[src/rtl/mux_4x1_scanner_pkg.sv]
// Shared types and constants for the 4x1 mux scanner.
// Channel count, channel index type and FSM state encoding.
package mux_scan_pkg;

  localparam int NUM_CH = 4;
  localparam int CH_W   = 2;

  typedef enum logic [1:0] {IDLE, SCAN, OUT} scan_state_t;
  typedef logic [CH_W-1:0] ch_idx_t;

  // Dwell counter width: $clog2(DWELL+1), never below one bit.
  function automatic int dwell_cnt_w(input int dwell);
    int w;
    w = $clog2(dwell + 1);
    return (w < 1) ? 1 : w;
  endfunction

endpackage

[src/rtl/mux_4x1_scanner_dwell_timer.sv]
// Dwell timer: a reloadable down-counter that flags the last cycle of a dwell.
// tc is high while the counter sits at zero, i.e. on the final cycle of the dwell.
module dwell_timer #(
  parameter int DWELL = 2,
  parameter int W     = 2
) (
  input  logic clk,
  input  logic rst_n,
  input  logic load,
  input  logic en,
  output logic tc
);

  localparam logic [W-1:0] RELOAD = W'(DWELL - 1);

  logic [W-1:0] cnt_q;

  always_ff @(posedge clk or negedge rst_n) begin
    if (!rst_n) begin
      cnt_q <= '0;
    end else if (load) begin
      cnt_q <= RELOAD;
    end else if (en) begin
      cnt_q <= tc ? RELOAD : cnt_q - 1'b1;
    end
  end

  assign tc = (cnt_q == '0);

endmodule

[src/rtl/mux_4x1_scanner.sv]
// Scanner FSM: steps the mux selects through channels 0..3, samples f at the
// end of each dwell and offers the assembled 4-bit frame on a valid/ready port.
module mux_4x1_scanner
  import mux_scan_pkg::*;
#(
  parameter int DWELL      = 2,
  parameter int CONTINUOUS = 0
) (
  input  logic        clk,
  input  logic        rst_n,
  input  logic        start,
  input  logic        f,
  output logic        s0,
  output logic        s1,
  output logic        busy,
  output logic        frame_valid,
  input  logic        frame_ready,
  output logic [3:0]  frame,
  output scan_state_t dbg_state
);

  localparam int      CNT_W   = dwell_cnt_w(DWELL);
  localparam ch_idx_t CH_LAST = ch_idx_t'(NUM_CH - 1);

  // Handshake: frame is transferred on a rising edge where frame_valid and
  // frame_ready are both high; frame_valid and frame never change before it.
  scan_state_t state_q, state_d;
  ch_idx_t     ch_q, ch_d;
  logic [2:0]  cap_q, cap_d;
  logic [3:0]  frame_q, frame_d;
  logic        tmr_load, tmr_en, tmr_tc;

  dwell_timer #(
    .DWELL (DWELL),
    .W     (CNT_W)
  ) u_dwell_timer (
    .clk   (clk),
    .rst_n (rst_n),
    .load  (tmr_load),
    .en    (tmr_en),
    .tc    (tmr_tc)
  );

  always_ff @(posedge clk or negedge rst_n) begin
    if (!rst_n) begin
      state_q <= IDLE;
      ch_q    <= '0;
      cap_q   <= '0;
      frame_q <= '0;
    end else begin
      state_q <= state_d;
      ch_q    <= ch_d;
      cap_q   <= cap_d;
      frame_q <= frame_d;
    end
  end

  always_comb begin
    state_d  = state_q;
    ch_d     = ch_q;
    cap_d    = cap_q;
    frame_d  = frame_q;
    tmr_load = 1'b0;
    tmr_en   = 1'b0;
    case (state_q)
      IDLE: begin
        if (start) begin
          state_d  = SCAN;
          ch_d     = '0;
          tmr_load = 1'b1;
        end
      end
      SCAN: begin
        tmr_en = 1'b1;
        if (tmr_tc) begin
          // The last channel goes straight into the frame, not the buffer.
          if (ch_q == CH_LAST) begin
            frame_d = {f, cap_q};
            state_d = OUT;
            ch_d    = '0;
          end else begin
            case (ch_q)
              2'd0:    cap_d[0] = f;
              2'd1:    cap_d[1] = f;
              2'd2:    cap_d[2] = f;
              default: ;
            endcase
            ch_d = ch_idx_t'(ch_q + 1'b1);
          end
        end
      end
      OUT: begin
        if (frame_ready) begin
          ch_d = '0;
          if ((CONTINUOUS != 0) || start) begin
            state_d  = SCAN;
            tmr_load = 1'b1;
          end else begin
            state_d = IDLE;
          end
        end
      end
      default: state_d = IDLE;
    endcase
  end

  assign s0          = ch_q[1];
  assign s1          = ch_q[0];
  assign busy        = (state_q == SCAN);
  assign frame_valid = (state_q == OUT);
  assign frame       = frame_q;
  assign dbg_state   = state_q;

endmodule

[config.mk]
export PLATFORM = sky130hd
export DESIGN_NAME = mux_4x1_scanner
export DESIGN_NICKNAME = d
export VERILOG_FILES = /design/src/rtl/mux_4x1_scanner_pkg.sv /design/src/rtl/mux_4x1_scanner_dwell_timer.sv /design/src/rtl/mux_4x1_scanner.sv
export SDC_FILE = /design/constraint.sdc
export NUM_CORES = 1
export LEC_CHECK = 0
export CORE_UTILIZATION = 40
export DETAILED_ROUTE_END_ITERATION = 16
export DONT_BUFFER_PORTS = 1
export SETUP_SLACK_MARGIN = 0.4
export SLEW_MARGIN = 20
export SYNTH_ARGS = -nofsm -noshare
export SYNTH_HDL_FRONTEND = slang
export SYNTH_SLANG_ARGS = --single-unit
export TNS_END_PERCENT = 5
[constraint.sdc]
create_clock -name clk -period 5.4 [get_ports clk]
set_clock_uncertainty 0.15 [all_clocks]
set_input_delay 0.81 -clock clk [delete_from_list [all_inputs] [get_ports clk]]
set_output_delay 0.81 -clock clk [all_outputs]
set_load 0.005 [all_outputs]
==> flow_summary.ini <==
[floorplanning]
core.rowCount = 14
num_io_pins = 15
die-area_um2 = 1860
fp.dieH_um = 43.2
core-area_um2 = 1540
die_w_um = 43.2
initial_utilization_pct = 44.0

[final_layout]
antennaDiodeCount = 0
drive_gt1_share_pct = 15.9
nNetsFinal = 73
final_common_cell = dfrtp_1
final_cells = 79
fin_util_pct = 46.5
fin_area_um2 = 717
area_delta_synth_final_pct = 5.72

[outcome]
outcome = finished clean

[global_route]
grt_pass1_vias = 419
grt_pass1_wl_mm = 1.90
grt_usage_pct = 14.2
overflow = 0
antenna_found_initial = 0
grt_max_degree = 14

[hold_path]
min_path_type = input port to asynchronous set/reset pin

[critical_path]
critPathMaxStageDelay_ns = 0.49
crit_path_start_kind = flop
cp_slowest_cell = dfrtp_1
critPathMaxFanout = 12
crit_chain = nand2b_1 -> inv_1
cp.required_ns = 4.44
setup.worst_path.class = flop to primary output
arrival_ns = 1.04
worstSetupEndpointType = primary output

[sta]
timing.fmax_mhz = 499
slew-limit-headroom_pct = 75.2
hold_violations = 0
rsz0062_at_grt = no
tightest_slew_ns = 0.372
period_share_pct = 37.1
fin_ws_ns = 3.40
fin_crit_ns = 2.00
finalSetupTns_ns = 0
finalSetupViolations = 0
drv_slew = 0

[synthesis]
synth_top_cell_area_share_pct = 48.0
synthSimpleGateAreaFrac_pct = 25.1
synthMuxAreaShare_pct = 11.6
synth_fp_nets = 70
syn_area_um2 = 678
yosys_warnings = 0
synth_cells = 61
synth_fa_ha_area_share_pct = 7.38
synth_top_family_by_area = simple AND/OR/NAND/NOR gates
yosysTopAreaCell = dfrtp_1
synth_compound_area_share_pct = 4.61
yosys.cell_types.count = 23
yosys.area_share.xor_xnor_pct = 0
synth_area_leaders = dfrtp_1 (48%), ha_1 (7.4%), mux2_2 (6.6%), mux2_1 (5.0%), nand2b_1 (3.7%)
avgSynthCellArea_um2 = 11.1
yosysSeqAreaShare_pct = 48.0
ys_ff_latch = 13

[clock_network]
cts_tree = done
cts_setup_buffers = 0
path_clk_slew_ns = 0.08
clock_path_buffers = 2
htree_levels = 1
hold_buffers = 0
root_buffer = clkbuf_4
clk_latency_ns = 0.27
post_cts_resized = 0
clock_sink_count = 13
numCtsBuffers = 3

[placed_design]
port_buffers = 0
place.gp.congestion = 0.680
post-place-ws_ns = 3.40
placed_cell_area_um2 = 691
dp.cells = 75
dp_hpwl_um = 820

[power_and_ir_drop]
total_leakage_power_nw = 0.324
power_density_nw_per_um2 = 560
ir_drop_uv = 241

[routing]
avgRoutedWirePerCell_um = 14.2
routed_wl_mm = 1.12
dr.pass1.iters = 4
ant_nets = 0
drt-initial-drc-count = 11
drc = 0
viasPerCell = 5.66
via_count = 447

[flow_run]
maxCapViolCount = 0
[logic make-up (layout without fill, tap and decap cells)]
logic type	count (synthesis)	after routing
adder cells (fa/ha/maj)	4	4
multiplexers	7	7
AO/OA/AOI/OAI	5	5
flip-flops	13	13
AND/OR/NAND/NOR	26	26
buffers and inverters	6	8
[final timing paths]
kind / from / end / slack, ns / depth (start not counted)
max in group asynchronous: rst_n / cap_q[0] / 4.96 / 0
min: rst_n / cap_q[2] / 0.07 / 0
max: dbg_state[0] / frame_valid / 3.40 / 2
max reg2reg: dbg_state[1] / cap_q[0] / 3.42 / 3
min reg2reg: cap_q[1] / cap_q[1] / 0.34 / 1
min in group clk: cap_q[1] / cap_q[1] / 0.34 / 1
[sequential cells by signal, summed over array words and instances (netlist names)]
name	flops
cap_q	3
frame	4
ch_q	2
u_dwell_timer.cnt_q	2
dbg_state	2
[critical path: cells and delay by family (launching register included)]
family        cells  cell delay, ns
simple gates      1            0.20
buf+inv           1            0.08
flops             1            0.49
[stage by stage]
stage / hold slack [ns] / power, mW
detailed placement: 0.325 / 0.346
CTS: 0.0602 / 0.407
global route: 0.0489 / 0.437
global placement: 0.318 / 0.344
finish: 0.0708 / 0.402
floorplan: 0.304 / 0.315
[per-layer routing]
metal	vias up	GRT usage [%]	share of wire, %
li1	219	-	-
met1	208	19.3	52
met2	18	18.5	39
met3	2	8.09	8.1
met4	0	5.45	0.89
met5	-	0	0
[Yosys cell counts]
cell type / n
dfrtp_1: 13
ha_1: 4
inv_1: 4
mux2_2: 4
nand2_1: 4
nand2b_1: 4
nand3_1: 4
mux2_1: 3
nor3b_1: 3
clkbuf_1: 2
nand4b_1: 2
nor2_1: 2
o21ai_0: 2
a211o_1: 1
a21oi_1: 1
nand3b_1: 1
nor2b_1: 1
nor3_1: 1
nor4b_2: 1
o31ai_1: 1
or3_1: 1
or3b_2: 1
or4b_4: 1
[power by group]
part           leakage (nW)  total, mW  switching (mW)  internal (mW)
Clock                0.0150     0.0596          0.0310         0.0286
Combinational         0.150      0.148          0.0618         0.0863
Sequential            0.158      0.194          0.0522          0.142
[area by class of cell]
cell class              instances  area [um^2]
multi-input cells              42          330
clock buffers                   4         26.3
flip-flops and latches         13          325
fillers                       148          825
well taps                      16         20.0
inverters                       4         15.0
Power figures use the tool's default switching activity.
